==> src/rtl/mem_arbiter.sv <==
// mem_arbiter: shares a single memory port between instruction fetch (IF)
// and load/store (LS), with at most one transaction outstanding.
// Flow: IDLE grants a requester combinationally and captures its payload.
// ISSUE then holds mem_req until mem_gnt arrives. WAIT then waits for
// mem_rvalid, and the response is returned to the owner one cycle later.
// A cycle counter bounds ISSUE+WAIT; when it hits TIMEOUT the owner receives
// an error response.
// Optional macro ARB_RR_EN: round-robin tie-breaking between IF and LS.
// When it is undefined, LS wins every simultaneous request.
`ifndef PC_WIDTH
`define PC_WIDTH 32
`endif
`ifndef INSTR_WIDTH
`define INSTR_WIDTH 32
`endif

module mem_arbiter #(
   parameter int unsigned TIMEOUT = 15
) (
   input  logic                      clk,
   input  logic                      rst,
   input  logic                      if_req,
   input  logic [`PC_WIDTH-1:0]      if_addr,
   output logic                      if_gnt,
   output logic                      if_rvalid,
   output logic [`INSTR_WIDTH-1:0]   if_rdata,
   output logic                      if_err,
   input  logic                      ls_req,
   input  logic                      ls_we,
   input  logic [31:0]               ls_addr,
   input  logic [31:0]               ls_wdata,
   input  logic [3:0]                ls_wstrb,
   output logic                      ls_gnt,
   output logic                      ls_rvalid,
   output logic [31:0]               ls_rdata,
   output logic                      ls_err,
   output logic                      mem_req,
   output logic                      mem_we,
   output logic [31:0]               mem_addr,
   output logic [31:0]               mem_wdata,
   output logic [3:0]                mem_wstrb,
   input  logic                      mem_gnt,
   input  logic                      mem_rvalid,
   input  logic [31:0]               mem_rdata,
   input  logic                      mem_err
);

   localparam int IW = `INSTR_WIDTH;
   localparam logic [7:0] TMO_CNT = 8'(TIMEOUT);

   typedef enum logic [1:0] {S_IDLE, S_ISSUE, S_WAIT} state_t;
   typedef enum logic {OWN_IF = 1'b0, OWN_LS = 1'b1} owner_t;

   state_t        state_q;
   owner_t        owner_q;
   owner_t        last_owner_q;
   logic [7:0]    cnt_q;
   logic          txn_we_q;

   logic          mem_req_q;
   logic          mem_we_q;
   logic [31:0]   mem_addr_q;
   logic [31:0]   mem_wdata_q;
   logic [3:0]    mem_wstrb_q;

   logic          if_rvalid_q;
   logic [IW-1:0] if_rdata_q;
   logic          if_err_q;
   logic          ls_rvalid_q;
   logic [31:0]   ls_rdata_q;
   logic          ls_err_q;

   logic          ls_pri_d;
   logic          grant_ls_d;
   logic          grant_if_d;
   logic          timeout_d;
   logic          resp_fire_d;
   logic          resp_err_d;
   logic [31:0]   resp_data_d;

   // Arbitration: who wins a tie, and whether a grant is given this cycle
   always_comb begin
`ifdef ARB_RR_EN
      ls_pri_d   = (last_owner_q == OWN_IF);
`else
      ls_pri_d   = 1'b1;
`endif
      grant_ls_d = !rst && (state_q == S_IDLE) && ls_req && (!if_req || ls_pri_d);
      grant_if_d = !rst && (state_q == S_IDLE) && if_req && !grant_ls_d;
   end

   // Response selection: a memory response in WAIT beats a timeout in the same cycle
   always_comb begin
      timeout_d   = (cnt_q == TMO_CNT);
      resp_fire_d = 1'b0;
      resp_err_d  = 1'b0;
      resp_data_d = '0;
      if ((state_q == S_WAIT) && mem_rvalid) begin
         resp_fire_d = 1'b1;
         resp_err_d  = mem_err;
         resp_data_d = txn_we_q ? 32'h0 : mem_rdata;
      end else if (((state_q == S_ISSUE) || (state_q == S_WAIT)) && timeout_d) begin
         resp_fire_d = 1'b1;
         resp_err_d  = 1'b1;
      end
   end

   // Transaction FSM with registered memory-side and response outputs
   always_ff @(posedge clk) begin
      if (rst) begin
         state_q      <= S_IDLE;
         owner_q      <= OWN_IF;
         last_owner_q <= OWN_IF;
         cnt_q        <= '0;
         txn_we_q     <= 1'b0;
         mem_req_q    <= 1'b0;
         mem_we_q     <= 1'b0;
         mem_addr_q   <= '0;
         mem_wdata_q  <= '0;
         mem_wstrb_q  <= '0;
         if_rvalid_q  <= 1'b0;
         if_rdata_q   <= '0;
         if_err_q     <= 1'b0;
         ls_rvalid_q  <= 1'b0;
         ls_rdata_q   <= '0;
         ls_err_q     <= 1'b0;
      end else begin
         // Response outputs are single-cycle pulses and are zero otherwise
         if_rvalid_q <= 1'b0;
         if_rdata_q  <= '0;
         if_err_q    <= 1'b0;
         ls_rvalid_q <= 1'b0;
         ls_rdata_q  <= '0;
         ls_err_q    <= 1'b0;
         if (resp_fire_d) begin
            if (owner_q == OWN_LS) begin
               ls_rvalid_q <= 1'b1;
               ls_rdata_q  <= resp_data_d;
               ls_err_q    <= resp_err_d;
            end else begin
               if_rvalid_q <= 1'b1;
               if_rdata_q  <= resp_data_d[IW-1:0];
               if_err_q    <= resp_err_d;
            end
         end

         case (state_q)
            S_IDLE: begin
               if (grant_ls_d) begin
                  owner_q      <= OWN_LS;
                  last_owner_q <= OWN_LS;
                  txn_we_q     <= ls_we;
                  mem_req_q    <= 1'b1;
                  mem_we_q     <= ls_we;
                  mem_addr_q   <= ls_addr;
                  mem_wdata_q  <= ls_wdata;
                  mem_wstrb_q  <= ls_wstrb;
                  cnt_q        <= '0;
                  state_q      <= S_ISSUE;
               end else if (grant_if_d) begin
                  owner_q      <= OWN_IF;
                  last_owner_q <= OWN_IF;
                  txn_we_q     <= 1'b0;
                  mem_req_q    <= 1'b1;
                  mem_we_q     <= 1'b0;
                  mem_addr_q   <= 32'(if_addr);
                  mem_wdata_q  <= '0;
                  mem_wstrb_q  <= '0;
                  cnt_q        <= '0;
                  state_q      <= S_ISSUE;
               end
            end
            S_ISSUE: begin
               cnt_q <= cnt_q + 8'd1;
               // Timeout takes precedence over a late acceptance
               if (timeout_d || mem_gnt) begin
                  mem_req_q   <= 1'b0;
                  mem_we_q    <= 1'b0;
                  mem_addr_q  <= '0;
                  mem_wdata_q <= '0;
                  mem_wstrb_q <= '0;
                  state_q     <= timeout_d ? S_IDLE : S_WAIT;
               end
            end
            S_WAIT: begin
               cnt_q <= cnt_q + 8'd1;
               if (resp_fire_d) begin
                  state_q <= S_IDLE;
               end
            end
            default: state_q <= S_IDLE;
         endcase
      end
   end

   assign if_gnt    = grant_if_d;
   assign ls_gnt    = grant_ls_d;
   assign if_rvalid = if_rvalid_q;
   assign if_rdata  = if_rdata_q;
   assign if_err    = if_err_q;
   assign ls_rvalid = ls_rvalid_q;
   assign ls_rdata  = ls_rdata_q;
   assign ls_err    = ls_err_q;
   assign mem_req   = mem_req_q;
   assign mem_we    = mem_we_q;
   assign mem_addr  = mem_addr_q;
   assign mem_wdata = mem_wdata_q;
   assign mem_wstrb = mem_wstrb_q;

endmodule

==> config.mk <==
export PLATFORM = sky130hd
export DESIGN_NAME = mem_arbiter
export DESIGN_NICKNAME = d
export VERILOG_FILES = /design/src/rtl/mem_arbiter.sv
export SDC_FILE = /design/constraint.sdc
export NUM_CORES = 1
export LEC_CHECK = 0
export CORE_ASPECT_RATIO = 2
export CORE_MARGIN = 4
export CORE_UTILIZATION = 40
export DETAILED_ROUTE_END_ITERATION = 12
export HOLD_SLACK_MARGIN = 0.06
export PLACE_DENSITY = 0.84
export RECOVER_POWER = 50
export SLEW_MARGIN = 20
export SYNTH_ARGS = -nofsm -noshare
export SYNTH_HDL_FRONTEND = slang
export SYNTH_SLANG_ARGS = --single-unit
export TNS_END_PERCENT = 1
==> constraint.sdc <==
create_clock -name clk -period 4.52 [get_ports clk]
set_input_delay 0.678 -clock clk [delete_from_list [all_inputs] [get_ports clk]]
set_output_delay 0.678 -clock clk [all_outputs]
set_load 0.02 [all_outputs]
**Word-level counts from Yosys, hierarchy flattened**

Index checks and enable logic that the tools add are counted.

- Eq/ne operators: 6
- Muxes and demuxes: 35
- Reductions and logical operators: 22
- Bitwise operators: 2
- Add/sub/neg operators: 1

Operators with widths:

| cell | count |
|---|---|
| 32-bit two-way mux | 7 |
| 32-bit one-hot mux with 2 select lines | 2 |
| 8-bit two-way mux | 2 |
| 8-bit one-hot mux with 2 select lines | 1 |
| 4-bit two-way mux | 3 |
| 1-bit two-way mux | 11 |
| 2-bit two-way mux | 5 |
| 8-bit by 1-bit adder with 8-bit output (second input constant) | 1 |
| 8-bit by 4-bit equality test with 1-bit output (second input constant) | 1 |
| 4-bit one-hot mux with 2 select lines | 1 |
| 1-bit logical AND | 6 |
| 2-bit one-hot mux with 3 select lines | 1 |
| 3-bit AND reduction | 2 |
| 2-bit nonzero test | 3 |
| 3-bit OR reduction | 2 |
| 1-bit one-hot mux with 2 select lines | 2 |
| 2-bit AND reduction | 2 |
| 2-bit OR reduction | 2 |
| 3-bit != test (second input constant) | 1 |
| 2-bit by 1-bit equality test with 1-bit output (second input constant) | 1 |
| 2-bit equality test (second input constant) | 1 |
| 1-bit logical NOT | 2 |
| 2-bit logical NOT | 1 |
| 1-bit logical OR | 2 |
| other kinds (3) | 4 |

- Register bits after elaboration: 150

**Depth between registers and ports, before layout**

Gate-level depths: netlist of run 1.

- Depth after elaboration: 8
- Mapped depth: 8
- Depth with buffers taken out: 6

**Worst setup path before layout of run 1**

No wires, ideal clock.

- Path kind: input port to output port
- Start point: in rst
- End point: out ls_gnt
- Stages on the path: 4
- Arrival: 1.532 ns
- Path buffers: 2
- Slack: 2.310 ns
- Path through: buf_2 > nand3b_1 > buf_2 > inv_1

- Cells in the longest elaborated chain, start to end: 3

Ends and longest elaborated chain:

| element | line | RTL |
|---|---|---|
| start: declaration | 21 | `input logic rst,` |
| 1-bit logical NOT | 88 | `grant_ls_d = !rst && (state_q == S_IDLE) && ls_req && (!if_req \|\| ls_pri_d);` |
| 1-bit logical AND (2 in series) | 88 |  |
| end: declaration | 33 | `output logic ls_gnt,` |

Every way passes these cells.

**Worst setup path after layout of run 1**

- Start point: reg state_q[0]
- End point: out if_gnt

- Cells in the longest elaborated chain, start to end: 5

Ends and longest elaborated chain:

| element | line | RTL |
|---|---|---|
| start: declaration | 54 | `state_t state_q;` |
| start signal: assignment | 182 | `state_q <= timeout_d ? S_IDLE : S_WAIT;` |
| 2-bit logical NOT * | 88, 89 |  |
| 1-bit logical AND * | 88, 89 |  |
| 1-bit logical AND | 88 |  |
| 1-bit logical NOT | 89 | `grant_if_d = !rst && (state_q == S_IDLE) && if_req && !grant_ls_d;` |
| 1-bit logical AND * | 89 |  |
| end: declaration | 24 | `output logic if_gnt,` |

Mark *: on every way between the ends. The rest lies on a longest branch, timed or not.

==> summary.md, run 1 <==
| Metric | Value |
|---|---|
| First-pass GRT wire length | `27.9 mm` |
| Netlist Area Pre-Place | `5690 um^2` |
| Fin cells | `1043` |
| Core footprint | `13900 um^2` |
| Asr flop ratio synth | `0` |
| Synth top area cells | `dfxtp_1, o31ai_1, and3_1` |
| Initial Utilization | `0.409` |
| Worst Setup SP | `state_q[0]` |
| Max Slew Vio Count | `0` |
| Crit Path Category | `reg -> out` |
| Outcome | `finished clean` |
| DR WL/cell | `17.3 um` |
| Synthesis Warnings | `0` |
| Peak supply drop | `0.303 mV` |
| Slowest stage delay, CP | `0.68 ns` |
| Fill cells | `1103` |
| Synth Register Bits | `150` |
| Number of flops mapped to enable cells by yosys | `0` |
| Mapped Cells | `589` |
| Congestion Overflow GR | `0` |
| Post-synthesis sequential area ratio | `0.528` |
| Worst reg2reg path depth | `6` |
| F_max | `0.334 GHz` |
| Multi-input logic area | `2420 um^2` |
| RSZ-0062 raised after global routing | `no` |
| Post-route DRC | `0` |
| H-tree depth | `4` |
| Largest fanout on the critical path | `9` |
| RR Endpoint | `ls_rdata[20]` |
| Layout cells sized above 1 | `0.0948` |
| RR Startpoint | `cnt_q[0]` |
| Root buf cell | `clkbuf_16` |
| Critical path capture point type | `primary output` |
| Total CTS buffers | `17` |
| GP Congestion | `0.810` |
| # diodes | `0` |
| Final setup vio count | `0` |
| Final WL | `18.1 mm` |
| Slew @ Worst Pin | `1.22 ns` |
| Pwr/cell area | `441 nW/um^2` |
| Lkg Pwr | `4.08 nW` |
| Cell taking the most area after synthesis | `dfxtp_1` |
| Clk sinks | `150` |
| Post-CTS setup repair buffer count | `0` |
| Total Routing Usage GR | `0.218` |
| Dpl cell area | `8580 um^2` |
| Largest net degree at the start of global routing | `65` |
| Syn Area/Cell | `9.65 um^2` |
| Final ANT Viol Nets | `0` |
| Placement Setup Slack | `1.55 ns` |
| CP max stage cell | `clkdlybuf4s50_1` |
| Req. time, crit path | `3.84 ns` |
| Hpwl dp | `13.4 mm` |
| Hold crit path type | `reg -> reg` |
| Layout area overhead | `61.4%` |
| Setup TNS | `0 ns` |
| Worst setup margin | `1.53 ns` |
| Min Tclk post-route | `2.99 ns` |
| Commonest cells in the netlist | `dfxtp_1, a21oi_1, nand2_1` |
| Synth top area share | `0.528` |
| Worst skew pair latency | `0.42 ns` |
| Design area | `9180 um^2` |
| Relative max-transition margin | `0.185` |
| CP Depth | `5` |
| Clock transition at path regs | `0.07 ns` |
| CTS Hold Buffers Added | `0` |
| Syn Nets | `734` |
| Worst setup endpoint | `if_gnt` |
| Resized Gates After CTS | `0` |
| Final Hold Vio Count | `0` |
| CP arrival | `2.32 ns` |
| CTS tree | `done` |
| Initial DRC Count | `251` |
| Cells along the critical path | `inv_1, ha_1, nand2b_1, nor3b_1, clkdlybuf4s50_1` |
| Die Y-Extent | `177 um` |
| Clock skew | `0.0130 ns` |
| Initial antenna violation count | `0` |
| Synth Flop Type | `dfxtp_1` |
| TritonRoute pass-1 iters | `4` |
| Die area | `16300 um^2` |
| Seq. cell area | `3000 um^2` |
| Nets@finish | `986` |
| Netlist cell types | `40` |
| Reg2reg setup slack | `1.86 ns` |
| Vias/cell | `5.17` |
| Delay-heaviest family, CP | `buffers and inverters` |
| Longest Clk Path Bufs | `2` |
| Total Power | `0.00404 W` |
| Top-count cell post-synth | `dfxtp_1` |
| Placed Cells incl. Taps | `1010` |
| Die width | `92.3 um` |
| Max-cap violations | `0` |
| Via count | `5395` |
| Fin crit share | `0.662` |
| Worst Setup Start Kind | `flip-flop` |
| Num rows | `61` |
| Vias in the first global route | `5417` |
| Buffers on Ports | `279` |
| Worst path bufs/invs | `2` |
| IO Pins | `280` |
[stage by stage]
stage	util	hold WS, ns
finish	0.661	0.462
global route	0.661	0.479
CTS	0.661	0.465
detailed placement	0.618	0.456
global placement	0.618	0.449
floorplan	-	0.457
[layout by cell type (no fill, tap or decap), drive strengths merged, types with 5 or more instances in the layout]
cell / n
nor2: 8
clkdlybuf4s50: 146
and3: 65
or4: 6
ha: 5
inv: 16
clkbuf: 17
mux2: 32
o31ai: 75
nand2: 76
dfxtp: 150
dlygate4sd3: 132
buf: 9
a21oi: 77
clkinv: 6
[where the power goes]
group	total, W	internal [W]	leakage, nW	switching, W
Sequential	0.00148	0.00143	1.21	0.0000543
Clock	0.00140	0.000748	0.291	0.000654
Combinational	0.00116	0.000441	2.58	0.000720
[state kept, by name (all words and copies together) (netlist names)]
name,flops
owner_q,1
mem_req,1
ls_rdata,32
mem_we,1
if_rvalid,1
state_q,2
txn_we_q,1
mem_wdata,32
ls_rvalid,1
mem_addr,32
cnt_q,8
if_err,1
if_rdata,32
ls_err,1
mem_wstrb,4
[final cells by class]
type	count	share of cell area
clock buffers	17	0.0464
inverters	8	0.00327
clock inverters	15	0.0191
multi-input cells	377	0.264
well taps	189	0.0258
flip-flops and latches	150	0.327
repair buffers	287	0.314
[cells by family after synthesis]
group,count (synthesis),synth area share
AOI/OAI and AO/OA,167,0.189
adders and majority gates,5,0.0110
buffers and inverters,62,0.0482
DFF,150,0.528
muxes,32,0.0634
and+or+nand+nor,173,0.160
[worst register-to-register path, cell delays in order (launching register included)]
cell,delay (ns)
dfxtp_1,0.37
ha_1,0.18
and3_1,0.30
a32oi_1,0.24
nor3b_1,1.03
buf_8,0.27
and3_1,0.20
[worst min path at each step]
stage,startpoint,to,slack (ns),cells past startpoint
2_1_floorplan,cnt_q[0],cnt_q[0],0.46,2
3_5_place_dp,mem_wdata[27],mem_wdata[27],0.46,2
5_1_grt,mem_wdata[18],mem_wdata[18],0.48,2
6_report,mem_addr[30],mem_addr[30],0.46,2
3_3_place_gp,mem_addr[20],mem_addr[20],0.45,2
4_1_cts,mem_addr[30],mem_addr[30],0.46,2
[layer usage]
layer	global-route usage	vias up	wire, um
met2	0.416	228	10000
met3	0.0606	39	1190
li1	-	2639	-
met4	0.0893	0	548
met1	0.215	2489	6320
met5	0	-	0
Power figures use the tool's default switching activity.
==> run 2: changes to the inputs <==
Clock period 4.52 ns to 2.95 ns, I/O delays scaled along.
==> summary.md, run 2 (synthesis results as in run 1) <==
| Metric | Value |
|---|---|
| Worst Setup Start Kind | `flip-flop` |
| TritonRoute pass-1 iters | `5` |
| Hpwl dp | `13.9 mm` |
| Nets@finish | `994` |
| Buffers on Ports | `279` |
| Largest net degree at the start of global routing | `80` |
| DR WL/cell | `18.3 um` |
| Max Slew Vio Count | `0` |
| Die Y-Extent | `177 um` |
| CTS Hold Buffers Added | `0` |
| Req. time, crit path | `2.51 ns` |
| First-pass GRT wire length | `29.8 mm` |
| Relative max-transition margin | `0.177` |
| Initial Utilization | `0.409` |
| Min Tclk post-route | `2.66 ns` |
| Met2 WL | `10.8 mm` |
| Post-route DRC | `0` |
| Final Hold Vio Count | `0` |
| Fin crit share | `0.902` |
| Lkg Pwr | `4.12 nW` |
| IO Pins | `280` |
| Num rows | `61` |
| Final ANT Viol Nets | `0` |
| Clk sinks | `150` |
| Uppermost layer routed | `met4` |
| HP Start | `mem_addr[3]` |
| Vias in the first global route | `5547` |
| Via count | `5477` |
| Final setup vio count | `0` |
| Slew @ Worst Pin | `1.23 ns` |
| Met3 WL | `1.04 mm` |
| GP Congestion | `0.819` |
| Hold crit path type | `reg -> reg` |
| Worst skew pair latency | `0.41 ns` |
| Vias/cell | `5.21` |
| Clock skew | `0.00989 ns` |
| Commonest non-fill, non-tap cell in the layout | `dfxtp_1` |
| Layout cells sized above 1 | `0.101` |
| F_max | `0.376 GHz` |
| Pwr/cell area | `678 nW/um^2` |
| Worst reg2reg path depth | `5` |
| Initial DRC Count | `309` |
| H-tree depth | `4` |
| Core footprint | `13900 um^2` |
| Metal-1 WL | `6.84 mm` |
| Layout area overhead | `62.1%` |
| Critical path capture point type | `primary output` |
| Root buf cell | `clkbuf_16` |
| Reg2reg setup slack | `0.36 ns` |
| RSZ-0062 raised after global routing | `no` |
| Clock transition at path regs | `0.06 ns` |
| Total Routing Usage GR | `0.231` |
| Hold Path End | `mem_addr[3]` |
| Max-cap violations | `0` |
| Die area | `16300 um^2` |
| Most frequent cells in the layout | `dfxtp_1, clkdlybuf4s50_1, dlygate4sd3_1` |
| Hold Path Stages | `2` |
| Peak supply drop | `0.502 mV` |
| Total CTS buffers | `17` |
| Die width | `92.3 um` |
| RR Startpoint | `cnt_q[4]` |
| Largest fanout on the critical path | `9` |
| Final Util | `0.663` |
| RR Endpoint | `ls_rdata[13]` |
| CP arrival | `2.22 ns` |
| Initial antenna violation count | `0` |
| # diodes | `0` |
| Congestion Overflow GR | `0` |
| Outcome | `finished clean` |
| Final WL | `19.2 mm` |
| CTS tree | `done` |
| Longest Clk Path Bufs | `2` |
| Setup TNS | `0 ns` |
| Crit Path Category | `reg -> out` |
run 2: layout make-up:
cell class	count	area, um^2
fillers	1115	4680
flip-flops and latches	150	3000
repair buffers	295	2920
multi-input cells	377	2430
clock buffers	18	439
well taps	189	236
clock inverters	14	156
inverters	8	30.0
run 2: stage by stage:
step | worst slack (ns) | instance area [um^2] | hold slack [ns] | power (W) | std cells
after global placement | 0.621 | 8640 | 0.449 | 0.00418 | 1019
after floorplan | 1.18 | 5690 | 0.457 | 0.00337 | 589
after global routing | 0.0978 | 9220 | 0.483 | 0.00654 | 1051
after detailed placement | 0.608 | 8640 | 0.458 | 0.00421 | 1019
after CTS | 0.173 | 9240 | 0.468 | 0.00636 | 1051
final | 0.290 | 9220 | 0.461 | 0.00625 | 1051
run 2: critical path, cell delays in order (launching register included):
cell	delay, ns
dfxtp_1	0.32
inv_1	0.13
ha_2	0.32
nand2b_1	0.15
nor3b_1	0.26
clkdlybuf4s50_1	0.64
run 2: power breakdown:
group	leakage, nW	switching, W	total [W]	internal [W]
clock	0.290	0.000981	0.00214	0.00116
sequential	1.21	0.0000808	0.00226	0.00218
combinational	2.62	0.00114	0.00184	0.000698
total	4.12	0.00220	0.00625	0.00404
run 2: worst max path at each step:
stage | from | endpoint | slack [ns] | cells after the start
after floorplan | cnt_q[0] | state_q[1] | 1.18 | 6
after global placement | ls_req | mem_addr[2] | 0.62 | 7
after detailed placement | ls_req | mem_addr[31] | 0.61 | 7
after CTS | state_q[0] | if_gnt | 0.17 | 5
after global routing | cnt_q[0] | ls_rdata[13] | 0.1 | 6
final | state_q[0] | if_gnt | 0.29 | 5
run 2: what timing repair did:
item / in CTS / in global routing
setup buffers: 0 / 0
endpoints found under the setup margin: 0 / 1
resized for setup: 0 / 1
run 2: per-layer routing:
layer,GRT usage,up-vias
met2,0.443,214
li1,-,2644
met3,0.0473,34
met5,0,-
met4,0.0937,0
met1,0.238,2585
